### src/rtl/serial_frame_rx_if.sv
// serial_frame_rx_if: serial bit input (din, din_en) and recovered frame outputs (dout, dout_valid, parity_err, in_frame, frame_cnt, err_cnt)
interface serial_frame_rx_if #(
  parameter int DATA_W = 8,
  parameter int CNT_W = 8
);
  logic din;
  logic din_en;
  logic [DATA_W-1:0] dout;
  logic dout_valid;
  logic parity_err;
  logic in_frame;
  logic [CNT_W-1:0] frame_cnt;
  logic [CNT_W-1:0] err_cnt;
  modport master(output din, din_en, input dout, dout_valid, parity_err, in_frame, frame_cnt, err_cnt);
  modport slave(input din, din_en, output dout, dout_valid, parity_err, in_frame, frame_cnt, err_cnt);
endinterface

### src/rtl/serial_frame_rx.sv
// serial_frame_rx: sync-hunting serial byte receiver with even parity; ports clk, rst (sync active-high), bus (din/din_en in, dout/dout_valid/parity_err/in_frame/frame_cnt/err_cnt out)
module serial_frame_rx #(
  parameter int DATA_W = 8,
  parameter int SYNC_W = 4,
  parameter logic [SYNC_W-1:0] SYNC_WORD = 4'b1011,
  parameter int CNT_W = 8
) (
  input logic clk,
  input logic rst,
  serial_frame_rx_if.slave bus
);
  localparam int BW = $clog2(DATA_W);
  typedef enum logic [1:0] {HUNT, DATA, PARITY} state_t;
  state_t state_q;
  logic [SYNC_W-2:0] hist_q;
  logic [SYNC_W-1:0] hist_d;
  logic [DATA_W-1:0] data_q, data_d, dout_q;
  logic [BW-1:0] bit_cnt_q;
  logic dout_valid_q, parity_err_q, in_frame_q, ok_d;
  logic [CNT_W-1:0] frame_cnt_q, err_cnt_q;
  always_comb begin
    hist_d = {hist_q, bus.din};
    data_d = {data_q[DATA_W-2:0], bus.din};
    ok_d = ~(^data_q ^ bus.din);
  end
  always_ff @(posedge clk) begin
    if (rst) begin
      state_q <= HUNT;
      hist_q <= '0;
      data_q <= '0;
      bit_cnt_q <= '0;
      dout_q <= '0;
      dout_valid_q <= 1'b0;
      parity_err_q <= 1'b0;
      in_frame_q <= 1'b0;
      frame_cnt_q <= '0;
      err_cnt_q <= '0;
    end else begin
      dout_valid_q <= 1'b0;
      parity_err_q <= 1'b0;
      if (bus.din_en) begin
        case (state_q)
          HUNT: begin
            hist_q <= hist_d[SYNC_W-2:0];
            if (hist_d == SYNC_WORD) begin
              state_q <= DATA;
              bit_cnt_q <= '0;
              data_q <= '0;
              in_frame_q <= 1'b1;
            end
          end
          DATA: begin
            data_q <= data_d;
            bit_cnt_q <= bit_cnt_q + 1'b1;
            if (bit_cnt_q == BW'(DATA_W - 1)) state_q <= PARITY;
          end
          default: begin
            if (ok_d) begin
              dout_q <= data_q;
              dout_valid_q <= 1'b1;
              frame_cnt_q <= frame_cnt_q + 1'b1;
            end else begin
              parity_err_q <= 1'b1;
              err_cnt_q <= err_cnt_q + 1'b1;
            end
            state_q <= HUNT;
            hist_q <= '0;
            in_frame_q <= 1'b0;
          end
        endcase
      end
    end
  end
  assign bus.dout = dout_q;
  assign bus.dout_valid = dout_valid_q;
  assign bus.parity_err = parity_err_q;
  assign bus.in_frame = in_frame_q;
  assign bus.frame_cnt = frame_cnt_q;
  assign bus.err_cnt = err_cnt_q;
endmodule
### src/flat_wrapper.sv
// flat-port wrapper written by rule: the top's interface ports become plain ports
module serial_frame_rx_flat 
#(
  parameter int DATA_W = 8,
  parameter int SYNC_W = 4,
  parameter logic [SYNC_W-1:0] SYNC_WORD = 4'b1011,
  parameter int CNT_W = 8
)
  (clk, rst, bus_din, bus_din_en, bus_dout, bus_dout_valid, bus_parity_err, bus_in_frame, bus_frame_cnt, bus_err_cnt);
  serial_frame_rx_if #(.DATA_W(DATA_W), .CNT_W(CNT_W)) bus_i ();
  input logic clk;
  input logic rst;
  input wire logic [$bits(bus_i.din)-1:0] bus_din;
  input wire logic [$bits(bus_i.din_en)-1:0] bus_din_en;
  output wire logic [$bits(bus_i.dout)-1:0] bus_dout;
  output wire logic [$bits(bus_i.dout_valid)-1:0] bus_dout_valid;
  output wire logic [$bits(bus_i.parity_err)-1:0] bus_parity_err;
  output wire logic [$bits(bus_i.in_frame)-1:0] bus_in_frame;
  output wire logic [$bits(bus_i.frame_cnt)-1:0] bus_frame_cnt;
  output wire logic [$bits(bus_i.err_cnt)-1:0] bus_err_cnt;
  assign bus_i.din = bus_din;
  assign bus_i.din_en = bus_din_en;
  assign bus_dout = bus_i.dout;
  assign bus_dout_valid = bus_i.dout_valid;
  assign bus_parity_err = bus_i.parity_err;
  assign bus_in_frame = bus_i.in_frame;
  assign bus_frame_cnt = bus_i.frame_cnt;
  assign bus_err_cnt = bus_i.err_cnt;
  serial_frame_rx #(.DATA_W(DATA_W), .SYNC_W(SYNC_W), .SYNC_WORD(SYNC_WORD), .CNT_W(CNT_W)) u_core (.clk(clk), .rst(rst), .bus(bus_i));
endmodule
### config.mk
export PLATFORM = sky130hd
export DESIGN_NAME = serial_frame_rx_flat
export DESIGN_NICKNAME = d
export VERILOG_FILES = /design/src/rtl/serial_frame_rx_if.sv /design/src/rtl/serial_frame_rx.sv /design/src/flat_wrapper.sv
export SDC_FILE = /design/constraint.sdc
export NUM_CORES = 1
export LEC_CHECK = 0
export CAP_MARGIN = 10
export CORE_MARGIN = 1.5
export CORE_UTILIZATION = 51
export CTS_CLUSTER_SIZE = 14
export DETAILED_ROUTE_END_ITERATION = 12
export HOLD_SLACK_MARGIN = 0.02
export MAX_ROUTING_LAYER = met4
export PLACE_DENSITY = 0.77
export SLEW_MARGIN = 20
export SYNTH_ARGS = -nofsm -noshare
export SYNTH_HDL_FRONTEND = slang
export SYNTH_SLANG_ARGS = --single-unit
### constraint.sdc
create_clock -name clk -period 2.5 [get_ports clk]
set_input_delay 0.5 -clock clk [delete_from_list [all_inputs] [get_ports clk]]
set_output_delay 0.5 -clock clk [all_outputs]
set_load 0.005 [all_outputs]
# Word-level counts from Yosys, hierarchy flattened
# Index checks and enable logic that the tools add are counted.
[op_classes]
add_sub_neg = 3
eq_ne = 5
muxes = 12
bitwise_logic = 5
reduce_logical = 11
[op_table]
columns = ["cell", "n"]
rows = [
  ["adder 8 x 1 -> 8 bit (second input constant)", 2],
  ["case mux 8 bit (2 select lines)", 1],
  ["AND reduction 3 bit", 5],
  ["case mux 3 bit (2 select lines)", 2],
  ["2-to-1 mux 8 bit", 1],
  ["parity 8 bit", 1],
  ["== test 4 bit (second input constant)", 1],
  ["2-to-1 mux 2 bit", 2],
  ["inequality test 2 x 1 -> 1 bit (second input constant)", 2],
  ["NOT 1 bit", 4],
  ["case mux 2 bit (2 select lines)", 1],
  ["OR reduction 4 bit", 1],
  ["adder 3 x 1 -> 3 bit (second input constant)", 1],
  ["== test 3 bit (second input constant)", 1],
  ["2-to-1 mux 1 bit", 3],
  ["2-to-1 mux 3 bit", 1],
  ["== test 2 x 1 -> 1 bit (second input constant)", 1],
  ["logical NOT 2 bit", 1],
  ["case mux 1 bit (2 select lines)", 1],
  ["AND reduction 2 bit", 1],
  ["nonzero test 2 bit", 1],
  ["OR reduction 2 bit", 1],
  ["XOR 1 bit", 1],
]
[word_totals]
reg_bits = 43
in_bits = 4
output_inout_bits = 27
elab_cells = 46

# Longest topological paths before layout
[logic_depth]
word_depth = 4
ltp_mapped = 7
depth_no_buf = 5

# Least setup slack after synthesis
# OpenSTA, ideal clock, no wires.
[synth_path]
path_type = "in2reg"
start = "in bus_din"
end = "reg u_core.dout_q[3], in the netlist u_core.bus.dout[3]"
setup_ns = 0.128
arrival_ns = 1.885
path_slack_ns = 0.488
stages = 7
path_cell_list = "xnor2_1 > xnor3_2 > mux2i_2 > buf_4 > buf_6 > mux2i_1 > nor2_1"
[synth_via]
elab_chain_len = 3
[synth_rtl]
columns = ["item", "line", "source"]
rows = [
  ["start: declaration", "flat_wrapper.sv:13", "input wire logic [$bits(bus_i.din)-1:0] bus_din;"],
  ["XOR 1 bit", "serial_frame_rx.sv:24", "ok_d = ~(^data_q ^ bus.din);"],
  ["NOT 1 bit (no source line)", "-", ""],
  ["AND reduction 3 bit (no source line)", "-", ""],
  ["end signal: assignment", "serial_frame_rx.sv:59", "dout_q <= data_q;"],
  ["end: declaration", "serial_frame_rx.sv:17", "logic [DATA_W-1:0] data_q, data_d, dout_q;"],
]
# No other way between the ends.
# A chain may end at the register's enable or synchronous reset.

# Final worst setup path
[layout_path]
start = "in bus_din"
end = "reg u_core.err_cnt_q[6], in the netlist u_core.bus.err_cnt[6]"
[layout_via]
elab_chain_len = 2
[layout_rtl]
columns = ["item", "line", "source"]
rows = [
  ["XOR 1 bit", "serial_frame_rx.sv:24", ""],
  ["AND reduction 3 bit (no source line)", "-", ""],
  ["end signal: assignment", "serial_frame_rx.sv:64", "err_cnt_q <= err_cnt_q + 1'b1;"],
  ["end: declaration", "serial_frame_rx.sv:20", "logic [CNT_W-1:0] frame_cnt_q, err_cnt_q;"],
]
# No other way between the ends.

==> impl_metrics.csv <==
group,metric,value,unit
clock_network,htree_num_levels,2,
logic_synthesis,yosys_warnings,0,
finish,nFillCells,278,
place,dpl-instance-area,0.002197,sq mm
status,status,"finished clean",
power_and_ir_drop,clockPowerShare,0.428,
power_and_ir_drop,ir_drop,388.3,uV
power_and_ir_drop,seq_power_share,0.544,
route,antenna_left,0,
floorplanning,fp.dieW,62.44,um
setup_path,crit_end,"u_core.bus.err_cnt[6]$_SDFFE_PP0P_",
logic_synthesis,synth_edf_count,0,
job,cap_violations,0,
setup_path,cp.required,2.80,ns
setup_path,cp-start-kind,"primary input",
logic_synthesis,ys_ff_latch,43,
clock_network,cts_tree,"yes",
clock_network,hold_buffers,0,
route,drt-initial-drc-count,144,
place,gp_congestion,0.7837,
power_and_ir_drop,p_int,1.012,mW
logic_synthesis,syn_area_per_cell,9.483,sq um
hold_path,min_path_type,"register to register",
logic_synthesis,async_flop_share,0,
logic_synthesis,syn_inst,190,
finish,fin_nets,237,
global_route,grt_pass1_vias,1577,
timing,hold_ws,0.5134,ns
power_and_ir_drop,comb_power_share,0.029,
finish,area_delta_synth_final,27.78,%
floorplanning,fp.dieH,62.44,um
timing,setup_slack,0.2222,ns
route,post-route-drc-count,0,
global_route,grt_pass1_wl,6596,um
power_and_ir_drop,p_total,1.265,mW
route,totalWireLength,3667,um
power_and_ir_drop,switching_share,0.2002,
hold_path,hp-start,"u_core.bus.err_cnt[7]$_SDFFE_PP0P_",
clock_network,clock_path_buffers,2,
power_and_ir_drop,power.density,549.6,mW/mm^2
setup_path,critPathArrivalTime,2.57,ns
global_route,grt_remaining_overflow,0,
logic_synthesis,synthFlopType,"dfxtp_1",
logic_synthesis,netlist_area,0.001802,sq mm
logic_synthesis,synth-seq-area-share,0.4778,
logic_synthesis,syn_nets,198,
place,dp_hpwl,2585,um
setup_path,critPathLaunch,"bus_din",
timing,slew_violations,0,
setup_path,r2r-end,"u_core.bus.err_cnt[6]$_SDFFE_PP0P_",
floorplanning,start_util,0.5357,
finish,n_antenna_cell,0,
timing,rsz0062_at_grt,"false",
finish,final_cell_count_no_fill,276,
clock_network,cts-root-buf,"clkbuf_4",
clock_network,post_cts_resized,0,
route,dr.pass1.iters,4,
floorplanning,fp-row-count,21,
global_route,grt_usage,0.2153,
global_route,grt_antenna_before_repair,0,
timing,period_needed,2.278,ns
route,post_drt_wl_per_cell,13.29,um
timing,worst_slew_pin_slew,0.2828,ns
clock_network,cts_made_buffers,5,
setup_path,reg2reg_depth,5,
timing,fmax,439.0,MHz
setup_path,reg2reg_from,"u_core.data_q[3]$_SDFFE_PP0P_",
route,vias,1550,
clock_network,clkLatencyLatePin,0.36,ns
setup_path,timing.critical_path.to_type,"register",
clock_network,clock_sinks,43,
floorplanning,fp.coreArea,0.003363,sq mm
setup_path,crit_fanout,6,
global_route,grt_max_degree,26,
logic_synthesis,synth_area_leaders,"dfxtp_1, mux2i_1, nor2_1, a21oi_1, a22oi_1",
timing,final.period_utilization,0.9111,
logic_synthesis,synth_cell_types,32,
route,via_per_inst,5.616,
clock_network,clk_pin_slew,0.13,ns
logic_synthesis,yosys.area.top_type_share,0.4778,
power_and_ir_drop,p_leak,0.8931,nW
timing,slew-limit-headroom,0.8078,
finish,drive_gt1_frac,0.1087,
timing,setup_viol,0,
place,dp_worst_setup_slack,-0.1316,ns
logic_synthesis,synth_top_cell_by_area,"dfxtp_1",
power_and_ir_drop,switching_power,253.3,uW
place,numPortBuffers,30,
floorplanning,dieArea,0.003898,sq mm
floorplanning,io_pins,31,
timing,finalHoldViolCount,0,
place,dpl.cell_count,268,
finish,fin_area,0.002302,sq mm
timing,worst_clock_skew,0.004937,ns
setup_path,ff2ff_setup_slack,0.43,ns
clock_network,post_cts_buffers,0,
setup_path,worstSetupPathType,"primary input to register",
==> worst min-delay path by stage <==
stage,endpoint,slack (ns),cells after the start
5_1_grt,u_core.bus.dout[0]$_SDFFE_PP0P_,0.55,2
3_3_place_gp,u_core.bus.err_cnt[7]$_SDFFE_PP0P_,0.46,2
2_1_floorplan,u_core.bus.err_cnt[7]$_SDFFE_PP0P_,0.47,2
4_1_cts,u_core.bus.frame_cnt[7]$_SDFFE_PP0P_,0.51,2
3_5_place_dp,u_core.bus.dout[3]$_SDFFE_PP0P_,0.49,2
6_report,u_core.bus.err_cnt[7]$_SDFFE_PP0P_,0.51,2
==> cell usage after synthesis (2+ instances only) <==
library cell  count
clkbuf_1          7
dfxtp_1          43
nor2_1           31
xnor2_1           2
o31ai_1           5
or3_1             6
or4_1             5
a22oi_1          10
nand3_1           7
inv_1             4
ha_1              4
nor3_1            2
nand2_1           7
o21ai_0           8
xor2_1            3
mux2i_1          12
a32oi_1           2
nor2b_1           3
a21oi_1          16
==> layer usage <==
layer	vias to the layer above	wire, um	GRT usage
met4	0	75	0.09722
met3	9	180	0.05946
met5	-	0	-
li1	758	-	-
met1	743	1545	0.2331
met2	40	1865	0.3683
==> through the flow <==
| stage | TNS (ns) | util |
|---|---|---|
| 6_report | 0 | 0.6845 |
| 5_1_grt | 0 | 0.6845 |
| 4_1_cts | 0 | 0.6845 |
| 3_5_place_dp | -1.765 | 0.6533 |
| 3_3_place_gp | -1.126 | 0.6533 |
| 2_1_floorplan | 0 | - |
==> state kept, by name, indices dropped and copies added, names as in the netlist, 2 cells and up <==
register and count:
u_core.bit_cnt_q 3, u_core.bus.dout 8, u_core.bus.err_cnt 8, u_core.bus.frame_cnt 8, u_core.data_q 8, u_core.hist_q 3
u_core.state_q 2
==> cell families after synthesis <==
family                     after synthesis  synth area share
xor gates and xnor gates                 8           0.06042
AOI/OAI and AO/OA                       43            0.1465
muxes                                   14           0.08056
and+or+nand+nor                         65            0.1736
adders and majority gates                4           0.02778
DFF                                     43            0.4778
buffers and inverters                   13           0.03333
==> power by group through the flow <==
stage | clock [mW] | combinational, mW | sequential (mW)
detailed placement | 0 | 0.0354 | 0.703
floorplan | 0 | 0.0209 | 0.703
CTS | 0.557 | 0.0360 | 0.688
global route | 0.583 | 0.0392 | 0.688
finish | 0.541 | 0.0361 | 0.688
global placement | 0 | 0.0346 | 0.703
==> layout by cell type, fill, tap and decap left out <==
cell              n
dfxtp_1          43
nor2_1           31
clkdlybuf4s50_1  30
a21oi_1          16
mux2i_1          12
buf_4            11
a22oi_1          10
o21ai_0           8
nand3_1           7
nand2_1           7
or3_1             6
o31ai_1           5
or4_1             5
clkbuf_4          5
inv_1             4
ha_1              4
nor2b_1           3
xor2_1            3
xnor2_1           2
nor3_1            2
a32oi_1           2
bufinv_16         2
xor3_2            1
xnor3_2           1
mux2i_2           1
xor2_2            1
nand4_1           1
and4b_1           1
mux2_2            1
a31oi_1           1
a211oi_1          1
and4_1            1
or2_2             1
clkinvlp_4        1
==> area by class of cell <==
type,instances,area [sq um],area share
multi-input combinational,134,880.8,0.3826
sequential,43,860.8,0.3739
timing repair buffer,41,382.9,0.1663
clock inverter,3,67.56,0.02935
tap,46,57.56,0.02500
clock buffer,5,37.54,0.01630
inverter,4,15.01,0.006522
==> critical path, cell delays in order <==
cell	delay, ns
clkdlybuf4s50_1	0.55
xnor2_1	0.17
xnor3_2	0.44
xor2_2	0.24
or4_1	0.51
a21oi_1	0.17
(Power assumes the default switching activity.)
